[src/rtl/uart_pkg.sv]
// Shared definitions for the configurable UART receiver and its companion blocks.
package uart_pkg;

    typedef enum logic [6:0] {
        ST_IDLE   = 7'b0000001,
        ST_START  = 7'b0000010,
        ST_DATA   = 7'b0000100,
        ST_PARITY = 7'b0001000,
        ST_STOP   = 7'b0010000,
        ST_EMIT   = 7'b0100000,
        ST_BREAK  = 7'b1000000
    } state_e;

    localparam int PARITY_NONE = 0;
    localparam int PARITY_EVEN = 1;
    localparam int PARITY_ODD  = 2;

    // Smallest width w with 2**w >= value (value of 1 gives 0).
    function automatic int clog2(input int value);
        int w;
        w = 0;
        for (int i = 0; i < 31; i++) begin
            if ((32'sd1 <<< i) < value) begin
                w = i + 1;
            end else begin
                w = w;
            end
        end
        return w;
    endfunction

endpackage

[src/rtl/uart_sync_2ff.sv]
// Two-flop synchroniser for an idle-high asynchronous line; resets to the idle level.
module uart_sync_2ff (
    input  logic i_CLK,
    input  logic i_RST_N,
    input  logic i_ASYNC,
    output logic o_SYNC
);

    logic meta_q;
    logic sync_q;
    logic meta_d;
    logic sync_d;

    // Next values: plain shift toward the synchronised output.
    always_comb begin
        meta_d = i_ASYNC;
        sync_d = meta_q;
    end

    // Synchroniser flops; reset to 1 so a reset never looks like a start edge.
    always_ff @(posedge i_CLK) begin
        if (!i_RST_N) begin
            meta_q <= 1'b1;
            sync_q <= 1'b1;
        end else begin
            meta_q <= meta_d;
            sync_q <= sync_d;
        end
    end

    assign o_SYNC = sync_q;

endmodule

[src/rtl/uart_rx_cfg.sv]
// Parametrised UART receiver: configurable data width, parity, stop bits,
// with error flags, false-start rejection and break recovery.
module uart_rx_cfg
    import uart_pkg::*;
#(
    parameter int CYCLES_PER_BIT = 434,
    parameter int DATA_BITS      = 8,
    parameter int PARITY_MODE    = 0,
    parameter int STOP_BITS      = 1
) (
    input  logic                 i_CLK,
    input  logic                 i_RST_N,
    input  logic                 i_SERIAL_DATA,
    output logic [DATA_BITS-1:0] o_DATA,
    output logic                 o_VALID,
    output logic                 o_PARITY_ERR,
    output logic                 o_FRAME_ERR,
    output logic                 o_BUSY
);

    localparam int CNT_W = clog2(CYCLES_PER_BIT);
    localparam int HALF  = CYCLES_PER_BIT / 2;
    localparam logic [CNT_W-1:0] CNT_LAST  = CNT_W'(CYCLES_PER_BIT - 1);
    localparam logic [CNT_W-1:0] HALF_LAST = CNT_W'(HALF - 1);
    localparam logic [3:0]       IDX_LAST  = 4'(DATA_BITS - 1);
    localparam logic             STOP_LAST = 1'(STOP_BITS - 1);
    localparam logic             ODD_SEL   = (PARITY_MODE == PARITY_ODD);

    logic rx_s;
    logic tick_s;

    state_e               state_q, state_d;
    logic [CNT_W-1:0]     cnt_q, cnt_d;
    logic [3:0]           idx_q, idx_d;
    logic                 stop_q, stop_d;
    logic [DATA_BITS-1:0] shift_q, shift_d;
    logic                 par_q, par_d;
    logic                 perr_q, perr_d;
    logic                 ferr_q, ferr_d;
    logic [DATA_BITS-1:0] data_q, data_d;
    logic                 valid_q, valid_d;
    logic                 out_perr_q, out_perr_d;
    logic                 out_ferr_q, out_ferr_d;
    logic                 busy_q, busy_d;

    uart_sync_2ff u_sync (
        .i_CLK   (i_CLK),
        .i_RST_N (i_RST_N),
        .i_ASYNC (i_SERIAL_DATA),
        .o_SYNC  (rx_s)
    );

    assign tick_s = (cnt_q == CNT_LAST);

    // State and datapath registers.
    always_ff @(posedge i_CLK) begin
        if (!i_RST_N) begin
            state_q    <= ST_IDLE;
            cnt_q      <= '0;
            idx_q      <= 4'd0;
            stop_q     <= 1'b0;
            shift_q    <= '0;
            par_q      <= 1'b0;
            perr_q     <= 1'b0;
            ferr_q     <= 1'b0;
            data_q     <= '0;
            valid_q    <= 1'b0;
            out_perr_q <= 1'b0;
            out_ferr_q <= 1'b0;
            busy_q     <= 1'b0;
        end else begin
            state_q    <= state_d;
            cnt_q      <= cnt_d;
            idx_q      <= idx_d;
            stop_q     <= stop_d;
            shift_q    <= shift_d;
            par_q      <= par_d;
            perr_q     <= perr_d;
            ferr_q     <= ferr_d;
            data_q     <= data_d;
            valid_q    <= valid_d;
            out_perr_q <= out_perr_d;
            out_ferr_q <= out_ferr_d;
            busy_q     <= busy_d;
        end
    end

    // Next-state logic.
    always_comb begin
        state_d = state_q;
        case (state_q)
            ST_IDLE:   state_d = rx_s ? ST_IDLE : ST_START;
            ST_START: begin
                if (cnt_q == HALF_LAST) begin
                    state_d = rx_s ? ST_IDLE : ST_DATA;
                end else begin
                    state_d = ST_START;
                end
            end
            ST_DATA: begin
                if (tick_s && (idx_q == IDX_LAST)) begin
                    state_d = (PARITY_MODE != PARITY_NONE) ? ST_PARITY : ST_STOP;
                end else begin
                    state_d = ST_DATA;
                end
            end
            ST_PARITY: state_d = tick_s ? ST_STOP : ST_PARITY;
            ST_STOP: begin
                if (tick_s && (stop_q == STOP_LAST)) begin
                    state_d = ST_EMIT;
                end else begin
                    state_d = ST_STOP;
                end
            end
            ST_EMIT:   state_d = ferr_q ? ST_BREAK : ST_IDLE;
            ST_BREAK:  state_d = rx_s ? ST_IDLE : ST_BREAK;
            default:   state_d = ST_IDLE;
        endcase
    end

    // Counters, sampling and output-register updates.
    always_comb begin
        cnt_d      = cnt_q;
        idx_d      = idx_q;
        stop_d     = stop_q;
        shift_d    = shift_q;
        par_d      = par_q;
        perr_d     = perr_q;
        ferr_d     = ferr_q;
        data_d     = data_q;
        valid_d    = 1'b0;
        out_perr_d = out_perr_q;
        out_ferr_d = out_ferr_q;
        busy_d     = (state_d != ST_IDLE);
        case (state_q)
            ST_IDLE: begin
                cnt_d  = '0;
                idx_d  = 4'd0;
                stop_d = 1'b0;
                par_d  = 1'b0;
                perr_d = 1'b0;
                ferr_d = 1'b0;
            end
            ST_START: begin
                cnt_d = (cnt_q == HALF_LAST) ? '0 : cnt_q + CNT_W'(1);
            end
            ST_DATA: begin
                cnt_d = tick_s ? '0 : cnt_q + CNT_W'(1);
                if (tick_s) begin
                    // Shifting right leaves the first wire bit in the LSB.
                    shift_d = {rx_s, shift_q[DATA_BITS-1:1]};
                    par_d   = par_q ^ rx_s;
                    idx_d   = (idx_q == IDX_LAST) ? idx_q : idx_q + 4'd1;
                end else begin
                    shift_d = shift_q;
                end
            end
            ST_PARITY: begin
                cnt_d = tick_s ? '0 : cnt_q + CNT_W'(1);
                if (tick_s) begin
                    perr_d = ((par_q ^ rx_s) != ODD_SEL);
                end else begin
                    perr_d = perr_q;
                end
            end
            ST_STOP: begin
                cnt_d = tick_s ? '0 : cnt_q + CNT_W'(1);
                if (tick_s) begin
                    ferr_d = ferr_q | ~rx_s;
                    stop_d = stop_q + 1'b1;
                    if (stop_q == STOP_LAST) begin
                        data_d     = shift_q;
                        valid_d    = 1'b1;
                        out_perr_d = perr_q;
                        out_ferr_d = ferr_q | ~rx_s;
                    end else begin
                        valid_d = 1'b0;
                    end
                end else begin
                    ferr_d = ferr_q;
                end
            end
            ST_EMIT:  cnt_d = '0;
            ST_BREAK: cnt_d = '0;
            default:  cnt_d = '0;
        endcase
    end

    assign o_DATA       = data_q;
    assign o_VALID      = valid_q;
    assign o_PARITY_ERR = out_perr_q;
    assign o_FRAME_ERR  = out_ferr_q;
    assign o_BUSY       = busy_q;

endmodule

[config.mk]
export PLATFORM = sky130hd
export DESIGN_NAME = uart_rx_cfg
export DESIGN_NICKNAME = d
export VERILOG_FILES = /design/src/rtl/uart_pkg.sv /design/src/rtl/uart_sync_2ff.sv /design/src/rtl/uart_rx_cfg.sv
export SDC_FILE = /design/constraint.sdc
export NUM_CORES = 1
export LEC_CHECK = 0
export CORE_ASPECT_RATIO = 0.5
export CORE_MARGIN = 2
export CORE_UTILIZATION = 40
export DETAILED_ROUTE_END_ITERATION = 6
export PLACE_DENSITY = 0.55
export SYNTH_ARGS = -nofsm -noshare
export SYNTH_HDL_FRONTEND = slang
export SYNTH_SLANG_ARGS = --single-unit
[constraint.sdc]
create_clock -name i_CLK -period 2.8 [get_ports i_CLK]
set_input_delay 0.56 -clock i_CLK [delete_from_list [all_inputs] [get_ports i_CLK]]
set_output_delay 0.56 -clock i_CLK [all_outputs]
set_load 0.02 [all_outputs]
# Yosys cells after proc, flatten, opt, wreduce, memory -nomap -nowiden
# Index checks and enable logic that the tools add are counted.
# Widths: inputs -> output; s select.
# op_classes
n_addsub	3
eq_ne	15
muxes	23
bitwise	4
reduce_logical	13
# ops
operator	count
$pmux 7 s7	1
$mux 9	2
$pmux 9 s2	1
$mux 7	2
$mux 5	2
$add 9x1->9 const B	1
$eq 9x8->1 const B	1
$eq 9x9->1 const B	1
$reduce_and 3->1	3
$mux 4	2
$ne 2x2->1 const B	4
$pmux 1 s2	4
$pmux 4 s2	1
$reduce_and 2->1	4
$eq 7x1->1 const B	1
$eq 7x2->1 const B	1
$eq 7x3->1 const B	1
$eq 7x4->1 const B	1
$eq 7x5->1 const B	1
$eq 7x6->1 const B	1
$eq 7x7->1 const B	1
$ne 7x1->1 const B	1
$mux 3	2
$mux 6	1
11 further kinds	18
# totals
ff_bits	46
output_inout_bits	12
wordCells	73

# Logic depth before layout (Yosys ltp)
# Gate-level depths: netlist of the first run.
# logic_depth
word_depth	5
ltp_mapped	7
depth_no_buf	6

# Cells and area by module
# A second synthesis of the first run with hierarchy kept.
# hier_totals
cells_unflattened	225
hier_area_um2	1979.4
# by_module_without_submodules
module	instances	cells_per_inst	area_per_inst_um2	seq_area_each_um2
uart_rx_cfg	1	221	1926.8	880.8
uart_sync_2ff	1	4	52.6	40.0

# Least setup slack after synthesis of the first run
# OpenSTA, ideal clock, no wires.
# synth_path
path_type	register to register
startpoint	register state_q[1]
endpoint	register idx_q[3]
setup_ns	0.070
t_arrival_ns	1.963
required_ns	2.730
slack_ns	0.767
stages_incl_launch_ff	6
n_path_buf	1
synth_period_minus_slack_ns	2.033
path_cell_list	dfxtp_1 > buf_2 > or4_4 > or3_4 > or4b_1 > a21oi_1
# synth_via
elab_chain_len	3
# synth_rtl
item	line_no	rtl
from (decl)	uart_rx_cfg.sv:32	state_e state_q, state_d;
from (signal assigned)	uart_rx_cfg.sv:72	state_q <= state_d;
$eq 7x3->1 or $eq 7x1->1 (tied branches)	uart_rx_cfg.sv:135	case (state_q)
$ne 2x2->1 (no source line) or $reduce_bool 2->1 (tied branches)	-	
$reduce_and 3->1 (no source line)	-	
to (signal assigned)	uart_rx_cfg.sv:74	idx_q <= idx_d;
to (decl)	uart_rx_cfg.sv:34	logic [3:0] idx_q, idx_d;
# Parallel ways exist; a longest one is shown, timed or not.
# A chain may end at the register's enable or synchronous reset.

# Worst setup path after layout of the first run
# layout_path
startpoint	register cnt_q[0]
endpoint	register idx_q[3]
# layout_via
elab_chain_len	3
# layout_rtl
item	line_no	rtl
from (decl)	uart_rx_cfg.sv:33	logic [CNT_W-1:0] cnt_q, cnt_d;
from (signal assigned)	uart_rx_cfg.sv:73	cnt_q <= cnt_d;
$eq 9x9->1	uart_rx_cfg.sv:53	assign tick_s = (cnt_q == CNT_LAST);
$ne 2x2->1 (no source line)	-	
$reduce_and 3->1 (no source line)	-	
# No other way between the ends.

==> metrics.txt, run 1 <==
outcome=complete, no violations; Setup TNS Final=0 ns; yosys synthesis warning count=0; share of final-layout standard cells stronger than drive strength 1=5.814%; total power density per cell area=468.9 mW/mm^2; total nets after synthesis=258; count of cell types in the netlist=39; number of storage elements in the synthesis netlist=between 40 and 50; Avg WL per Cell=13.13 um; port bufs=14; floorplan row count=18; weighted congestion at the end of routability-driven global placement=0.7786; post-synth design cell area=~0.0021 mm^2; number of clock sinks=46; wire length of the first global-routing pass=approximately 7500 um; minimum hold slack=0.4154 ns; most common cell after layout, fill and taps aside=sky130_fd_sc_hd__dfxtp_1; cell family with most CP delay=simple AND/OR/NAND/NOR gates; static power due to leakage=0.7660 nW; data arrival time of the worst path=2.62 ns; root cell of the clock tree=sky130_fd_sc_hd__clkbuf_8; kind of launch point of the worst setup path=flip-flop; number of top-level design ports=15; die span in x=~110 um; Starting DRT DRC Count=51; proportion of register bits with asynchronous set or reset after synthesis=0%; MaxCap Viol Count=0; category of the most critical setup path=reg -> reg; Diodes inserted=0; Die Outline Area=0.005899 mm^2; Core ar.=approximately 0.005 mm^2; TritonCTS clock tree=done; number of hold buffers added after cts=0; slack of the worst reg-to-reg path=0.43 ns; leftover overflow at the end of global routing=0; fin crit period=approximately 2.4 ns; Max stage delay cell, worst path=sky130_fd_sc_hd__or4_1; initial core utilization=42.14%; worst path required time=3.04 ns; initial antenna violation count=0; HPWL after detailed placement=2975 um; number of global-route vias before repair=1531; Mapped Cells=251; total CTS buffers=5; final core utilization=47.57%; Final Hold Fails=0; largest area contributor in the synthesized netlist=sky130_fd_sc_hd__dfxtp_1; die extent in y=55.32 um; EDFF count, synth=0; number of buffers between clock root and the deepest sink=2; clock latency of the later-clocked register in the worst-skew pair=0.30 ns; setup clock skew after layout=0.005158 ns; synthesized area per cell=8.395 um^2; number of instances resized during post-cts repair=0; critical path's largest stage delay=0.83 ns; transition time at the pin with the least slew margin=slightly below 0.7 ns; pin count of the biggest net entering global routing=35; endpoint class of the critical path=flip-flop; CTS H-tree lvls=2; share of the cycle needed by the critical path after routing=a little over four fifths; most frequently used flop master after synthesis=sky130_fd_sc_hd__dfxtp_1; Post-CTS Setup Repair Bufs=0; Buffers & Inverters on Critical Path=0; HP Class=reg -> reg; ranking of synthesized cells by area=sky130_fd_sc_hd__dfxtp_1 (44%), sky130_fd_sc_hd__mux2i_1 (5.2%), sky130_fd_sc_hd__nand2_1 (5.0%); final number of max-transition violations=0; CP cell instances=ha_1, nand4b_1, or4_1, or4b_1, a21oi_1; Clock Pin Slew Worst Setup and Hold Paths=about 0.09 ns; total setup violations reported at the end of the flow=0; unrepaired setup endpoints after global routing=false; vias per std cell=5.287; fraction of the yosys area taken by sequential cells=43.71%; share of Yosys cell area claimed by the top area cell type=43.71%; Initial DRT Pass Iterations=4; most frequent cells in the layout=sky130_fd_sc_hd__dfxtp_1 (46), sky130_fd_sc_hd__nand2_1 (28), sky130_fd_sc_hd__nor2_1 (21), sky130_fd_sc_hd__nand3_1 (19), sky130_fd_sc_hd__o21ai_0 (15); final antenna-violating net count=0; headroom to the max-slew limit=54.70%; Routed WL=4306 um; worst-case vdd ir drop=188.9 uV; count of nets after finishing=between 200 and 300; overall via count from detail_route=1734; growth of design area from synthesis to finish=12.89%; fmax=421.4 MHz; maximum fanout encountered on the critical timing path=23; DRC errors left=0; GRT Resource Usage Total=15.75%
registers in the layout, indices dropped and copies added, names as in the netlist:
register / flops
cnt_q: 9
ferr_q: 1
idx_q: 4
o_BUSY: 1
o_DATA: 8
o_FRAME_ERR: 1
o_PARITY_ERR: 1
o_VALID: 1
par_q: 1
perr_q: 1
shift_q: 8
state_q: 7
stop_q: 1
u_sync.meta_q: 1
u_sync.o_SYNC: 1
metrics by stage:
stage / worst slack [ns] / total power [mW] / cell area (um^2) / instances
after floorplan: 0.7669 / 0.7107 / 2107 / 251
after global placement: 0.4950 / 0.7217 / 2292 / 320
after detailed placement: 0.4517 / 0.7215 / 2292 / 320
after CTS: 0.4304 / 1.130 / 2379 / 328
after global routing: 0.2820 / 1.161 / 2379 / 328
final: 0.4271 / 1.115 / 2379 / 328
synthesized netlist by cell type, types with 5 or more instances:
cell / instances
sky130_fd_sc_hd__a21oi_1: 12
sky130_fd_sc_hd__inv_1: 8
sky130_fd_sc_hd__clkbuf_1: 14
sky130_fd_sc_hd__xnor2_1: 6
sky130_fd_sc_hd__nor3_1: 12
sky130_fd_sc_hd__o21ai_0: 15
sky130_fd_sc_hd__nor4_1: 5
sky130_fd_sc_hd__xor2_1: 5
sky130_fd_sc_hd__nand2_1: 28
sky130_fd_sc_hd__dfxtp_1: 46
sky130_fd_sc_hd__nor2_1: 21
sky130_fd_sc_hd__nand4_1: 6
sky130_fd_sc_hd__mux2i_1: 11
sky130_fd_sc_hd__nand3_1: 19
path summary, 6_finish.rpt:
kind / end / from / depth (start not counted)
hold reg to reg: u_sync.o_SYNC$_SDFF_PN1_ / u_sync.meta_q$_SDFF_PN1_ / 1
setup / recovery: idx_q[3]$_SDFFE_PN0P_ / cnt_q[0]$_SDFF_PN0_ / 5
setup reg to reg: idx_q[3]$_SDFFE_PN0P_ / cnt_q[0]$_SDFF_PN0_ / 5
hold / removal: u_sync.o_SYNC$_SDFF_PN1_ / u_sync.meta_q$_SDFF_PN1_ / 1
power by group:
group	total (mW)	leakage (nW)	switching, mW	internal [mW]
Combinational	0.0438	0.350	0.0274	0.0164
Clock	0.409	0.0452	0.232	0.176
Sequential	0.663	0.371	0.00522	0.658
routing by layer:
metal  share of wire [%]  global-route usage, %  vias up
met5                   0                      0        -
li1                    -                      -      898
met4                 1.5                  5.566        0
met3                 4.5                  4.841        9
met1                  53                  21.95      799
met2                  41                  22.93       28
worst register-to-register path: stages, from the launching register on:
cell	delay, ns
sky130_fd_sc_hd__dfxtp_1	0.41
sky130_fd_sc_hd__ha_1	0.17
sky130_fd_sc_hd__nand4b_1	0.12
sky130_fd_sc_hd__or4_1	0.83
sky130_fd_sc_hd__or4b_1	0.63
sky130_fd_sc_hd__a21oi_1	0.15
cells by family (layout without fill, tap and decap cells):
kind of cell / Yosys count / count (layout) / synth area share, %
XOR/XNOR: 11 / 11 / 4.572
AO/OA/AOI/OAI: 44 / 44 / 13.01
flip-flops: 46 / 46 / 43.71
AND/OR/NAND/NOR: 108 / 108 / 25.71
buffers and inverters: 27 / 34 / 5.404
multiplexers: 11 / 11 / 5.226
adder cells (fa/ha/maj): 4 / 4 / 2.375
cell type report:
cell class | instances | area, um^2
Fill cell | 495 | 2621
Multi-Input combinational cell | 178 | 1084
Sequential cell | 46 | 920.9
Timing Repair Buffer | 18 | 170.2
Tap cell | 70 | 87.58
Clock buffer | 6 | 72.57
Inverter | 8 | 30.03
Clock inverter | 2 | 13.76
(Power assumes the default switching activity.)
==> inputs of run 2 (changes only) <==
clock period = 2.2 ns   (was 2.8 ns; I/O delays follow)
==> run 2 against run 1 <==
Against the previous run:
- sequential share of layout area decreased by 1.4 points
- flip-flop and latch count unchanged
- die area unchanged
- non-clock buffer count increased by 10
- total power increased by 27%
- sequential power increased by 27%
- first-iteration DRC count increased by 130%
- hold slack improved by 0.0045 ns
- critical path depth decreased by 1
- via count increased by 2.4%
- clock power increased by 24%
- maximum frequency increased by 13%
==> metrics.txt, run 2 (synthesis gave the netlist of run 1 again) <==
outcome=complete, no violations; number of buffers between clock root and the deepest sink=2; DRC errors left=0; root cell of the clock tree=sky130_fd_sc_hd__clkbuf_8; internal power=1.086 mW; most frequent cells in the layout=sky130_fd_sc_hd__dfxtp_1 (46), sky130_fd_sc_hd__nand2_1 (28), sky130_fd_sc_hd__nor2_1 (21), sky130_fd_sc_hd__nand3_1 (19), sky130_fd_sc_hd__o21ai_0 (15); combinational group share of total power=under 10%; final number of max-transition violations=0; static power due to leakage=0.8204 nW; Die Outline Area=0.005899 mm^2; number of top-level design ports=15; TritonCTS clock tree=done; die span in x=106.6 um; MaxCap Viol Count=0; number of clock sinks=46; most common cell after layout, fill and taps aside=sky130_fd_sc_hd__dfxtp_1; final antenna-violating net count=0; leftover overflow at the end of global routing=0; share of the cycle needed by the critical path after routing=roughly 95%; register bank with the most flops=cnt_q; kind of launch point of the worst setup path=flip-flop; minimum hold slack=0.4200 ns; Sw Ratio=23.08%; Flop pwr share=59.5%; Routed WL=4385 um; fin crit period=2.097 ns; worst flop-to-flop path startpoint=state_q[0]$_SDFF_PN1_; number of global-route vias before repair=about 1600; vias per std cell=5.254; clock latency of the later-clocked register in the worst-skew pair=0.29 ns; worst-case vdd ir drop=240.8 uV; GRT Resource Usage Total=15.74%; category of the most critical setup path=reg -> reg; total setup violations reported at the end of the flow=0; port bufs=14; floorplan row count=18; initial core utilization=42.14%; headroom to the max-slew limit=70.82%; share of final-layout standard cells stronger than drive strength 1=9.701%; overall via count from detail_route=1776; pin count of the biggest net entering global routing=35; CTS H-tree lvls=2; HP Class=reg -> reg; Diodes inserted=0; data arrival time of the worst path=2.33 ns; endpoint class of the critical path=flip-flop; growth of design area from synthesis to finish=17.22%; Starting DRT DRC Count=117; Post-CTS Setup Repair Bufs=0; count of nets after finishing=274; weighted congestion at the end of routability-driven global placement=between 0.8 and 0.9; Clock Pin Slew Worst Setup and Hold Paths=0.08 ns; HPWL after detailed placement=about 3100 um; number of hold buffers added after cts=0; Filler Cells Inserted=roughly 500; worst path required time=2.43 ns; worst setup path startpoint=state_q[0]$_SDFF_PN1_; net switching power=~330 uW; Min-Delay Startpoint=u_sync.meta_q$_SDFF_PN1_; transition time at the pin with the least slew margin=0.4317 ns; fmax=476.8 MHz; maximum fanout encountered on the critical timing path=15; Avg WL per Cell=12.97 um; wire length of the first global-routing pass=between 7000 and 8000 um; Final Hold Fails=0; setup clock skew after layout=roughly 0.0026 ns; unrepaired setup endpoints after global routing=false; total power density per cell area=between 500 and 600 mW/mm^2; initial antenna violation count=0; flip-flop count of the largest register after layout=9; Initial DRT Pass Iterations=4; die extent in y=55.32 um; total CTS buffers=5; Setup TNS Final=0 ns; Core ar.=0.005000 mm^2; clock group share of total power=36.0%
-- run 2: through the flow --
| stage | instances | power (mW) | utilization (%) | setup WS (ns) | instance area (um^2) |
|---|---|---|---|---|---|
| 6_report | 338 | 1.412 | 49.40 | 0.1025 | 2470 |
| 5_1_grt | 338 | 1.469 | 49.40 | 0.03822 | 2470 |
| 4_1_cts | 338 | 1.428 | 49.32 | 0.02448 | 2466 |
| 3_5_place_dp | 330 | 0.9235 | 47.60 | 0.04338 | 2380 |
| 3_3_place_gp | 330 | 0.9233 | 47.60 | 0.1139 | 2380 |
| 2_1_floorplan | 251 | 0.9045 | - | 0.1669 | 2107 |
-- run 2: final cells by class --
type	instances	area [um^2]	share of cell area [%]
Inverter	8	30.03	1.216
Clock inverter	2	13.76	0.5572
Clock buffer	6	72.57	2.938
Tap cell	70	87.58	3.546
Sequential cell	46	920.9	37.28
Multi-Input combinational cell	178	1087	44.02
Timing Repair Buffer	28	257.7	10.44
-- run 2: path summary, 6_finish.rpt --
kind / to / slack [ns] / depth (start not counted)
worst max-delay path: idx_q[3]$_SDFFE_PN0P_ / 0.10 / 4
worst min-delay path: u_sync.o_SYNC$_SDFF_PN1_ / 0.42 / 1
worst max register to register: idx_q[3]$_SDFFE_PN0P_ / 0.10 / 4
worst min register to register: u_sync.o_SYNC$_SDFF_PN1_ / 0.42 / 1
-- run 2: per-layer routing --
layer	vias up	share of wire [%]	global-route usage, %
li1	917	-	-
met1	811	52	23.53
met2	46	42	22.84
met3	2	5.2	4.604
met4	0	0.30	2.226
met5	-	0	0
-- run 2: critical path: stages (launching register included) --
cell and delay, ns:
sky130_fd_sc_hd__dfxtp_1 0.33, sky130_fd_sc_hd__or4_4 0.56, sky130_fd_sc_hd__or3_4 0.47, sky130_fd_sc_hd__or4b_1 0.52, sky130_fd_sc_hd__a21oi_1 0.15
-- run 2: repair_timing --
| item | CTS | global route |
|---|---|---|
| hold endpoints to repair | 0 | 0 |
| gates resized for setup | 0 | 1 |
| setup endpoints to repair | 0 | 17 |
-- run 2: power groups by stage --
stage	logic (mW)	registers (mW)	clock network, mW
floorplan	0.0450	0.859	0
global placement	0.0632	0.860	0
detailed placement	0.0634	0.860	0
CTS	0.0638	0.841	0.524
global route	0.0706	0.842	0.557
finish	0.0635	0.841	0.508
==> inputs of run 3 (changes only) <==
CORE_ASPECT_RATIO = default   (was 0.5)
GPL_TIMING_DRIVEN = 0   (was default)
==> run 3 against run 2 <==
Against the previous run:
- sequential share of layout area is 0.088 points higher
- critical path type unchanged
- clock skew is 0.0092 ns higher
- final cell count increased by 1.5%
- total power is 1.7% higher
- worst setup slack worse by 0.012 ns
- clock-buffer cell count decreased by 1
- flip-flop and latch count unchanged
- first-iteration DRC count decreased by 15%
- largest cell class unchanged
- register-to-register slack barely moved
==> metrics.txt, run 3 (synthesis gave the netlist of run 1 again) <==
register bank with the most flops=cnt_q; share of final-layout standard cells stronger than drive strength 1=roughly 8.4%; data arrival time of the worst path=between 2 and 2.5 ns; CTS H-tree lvls=2; clock latency of the later-clocked register in the worst-skew pair=approximately 0.31 ns; category of the most critical setup path=reg -> reg; Final Hold Fails=0; setup clock skew after layout=0.01178 ns; Avg WL per Cell=13.64 um; Post-Place Worst Slack=-0.1243 ns; die extent in y=76.58 um; die span in x=76.58 um; fin crit period=around 2.1 ns; worst path required time=around 2.4 ns; unrepaired setup endpoints after global routing=false; count of nets after finishing=between 200 and 300; leftover overflow at the end of global routing=0; transition time at the pin with the least slew margin=0.5131 ns; final number of max-transition violations=0; Max stage delay cell, worst path=sky130_fd_sc_hd__or4_4; kind of launch point of the worst setup path=flip-flop; DRC errors left=0; number of global-route vias before repair=around 1600; cell family with most CP delay=simple AND/OR/NAND/NOR gates; slack of the worst reg-to-reg path=0.09 ns; endpoint class of the critical path=flip-flop; critical path's largest stage delay=0.56 ns; HP Class=reg -> reg; static power due to leakage=0.7938 nW; Starting DRT DRC Count=99; number of top-level design ports=15; HPWL after detailed placement=3228 um; floorplan row count=26; initial core utilization=41.25%; total power density per cell area=roughly 580 mW/mm^2; number of clock sinks=46; port bufs=13; number of buffers between clock root and the deepest sink=2; share of the cycle needed by the critical path after routing=around 96%; flip-flop count of the largest register after layout=9; Diodes inserted=0; most common cell after layout, fill and taps aside=sky130_fd_sc_hd__dfxtp_1; total non-filler cell area in the finished layout=around 0.0025 mm^2; MaxCap Viol Count=0; Die Outline Area=0.005864 mm^2; overall via count from detail_route=around 1800; final antenna-violating net count=0; Setup TNS Final=0 ns; final core utilization=48.31%; total setup violations reported at the end of the flow=0; root cell of the clock tree=sky130_fd_sc_hd__clkbuf_8; TritonCTS clock tree=done; count of placed standard cells in the final layout, fillers left out=around 340; Clock Pin Slew Worst Setup and Hold Paths=0.08 ns; worst-case vdd ir drop=264.2 uV; most frequent cells in the layout=sky130_fd_sc_hd__dfxtp_1 (45), sky130_fd_sc_hd__nand2_1 (28), sky130_fd_sc_hd__nor2_1 (21), sky130_fd_sc_hd__nand3_1 (19), sky130_fd_sc_hd__o21ai_0 (15); pin count of the biggest net entering global routing=16; overall power consumption=1.435 mW; growth of design area from synthesis to finish=17.10%; weighted congestion at the end of routability-driven global placement=between 0.8 and 0.9; Routed WL=roughly 4700 um; placed inst area=about 0.0023 mm^2; Core ar.=about 0.0051 mm^2; Worst Slack Setup Final=between 0.09 and 0.1 ns; CP cell instances=buf_2, or4_4, or3_4, or4b_1, a21oi_1; total CTS buffers=5; fmax=474.1 MHz; headroom to the max-slew limit=65.80%; maximum fanout encountered on the critical timing path=9; outcome=complete, no violations; wire length of the first global-routing pass=roughly 7900 um; minimum hold slack=0.4114 ns; Placed Instances=334; GRT Resource Usage Total=16.86%; Buffers & Inverters on Critical Path=1; Initial DRT Pass Iterations=4; vias per std cell=between 5 and 6; initial antenna violation count=0
==> run 3: changes by cell type in the layout (fill, tap and decap cells not counted), sizes merged <==
cell	change
clkinvlp	+1
clkdlybuf4s50	-1
buf	-7
clkbuf	+12
==> run 3: cell type report <==
type	count	area (um^2)
fill	528	2640
multi-input combinational	178	1107
sequential	46	922.1
timing repair buffer	14	137.6
buffer	19	92.59
tap	70	87.58
clock buffer	5	68.82
inverter	8	30.03
clock inverter	3	21.27
==> run 3: path summary, 6_finish.rpt <==
path | start | end | depth (start not counted)
hold / removal | u_sync.meta_q$_SDFF_PN1_ | u_sync.o_SYNC$_SDFF_PN1_ | 1
setup / recovery | state_q[1]$_SDFF_PN0_ | idx_q[3]$_SDFFE_PN0P_ | 5
setup reg to reg | state_q[1]$_SDFF_PN0_ | idx_q[3]$_SDFFE_PN0P_ | 5
hold reg to reg | u_sync.meta_q$_SDFF_PN1_ | u_sync.o_SYNC$_SDFF_PN1_ | 1
==> run 3: layer usage <==
layer | wire length, um | part of all wire (%) | global-route usage, %
met4 | 49 | 1.0 | 4.909
met2 | 2002 | 43 | 24.87
met5 | 0 | 0 | 0
met3 | 188 | 4.0 | 3.910
met1 | 2436 | 52 | 24.50
==> run 3: timing repair <==
| action | 4_1_cts | 5_1_grt |
|---|---|---|
| gates cloned | 0 | 0 |
| setup endpoints to repair | 30 | 29 |
| pin swaps | 0 | 4 |
| hold buffers | 0 | 0 |
| gates resized for setup | 5 | 10 |
| setup buffers | 0 | 1 |
| endpoints found under the hold margin | 0 | 0 |
==> run 3: power by group <==
part | switching (mW) | leakage (nW) | total, mW | internal [mW]
Combinational | 0.0442 | 0.378 | 0.0690 | 0.0247
Clock | 0.304 | 0.0441 | 0.528 | 0.224
Sequential | 0.00142 | 0.372 | 0.838 | 0.837
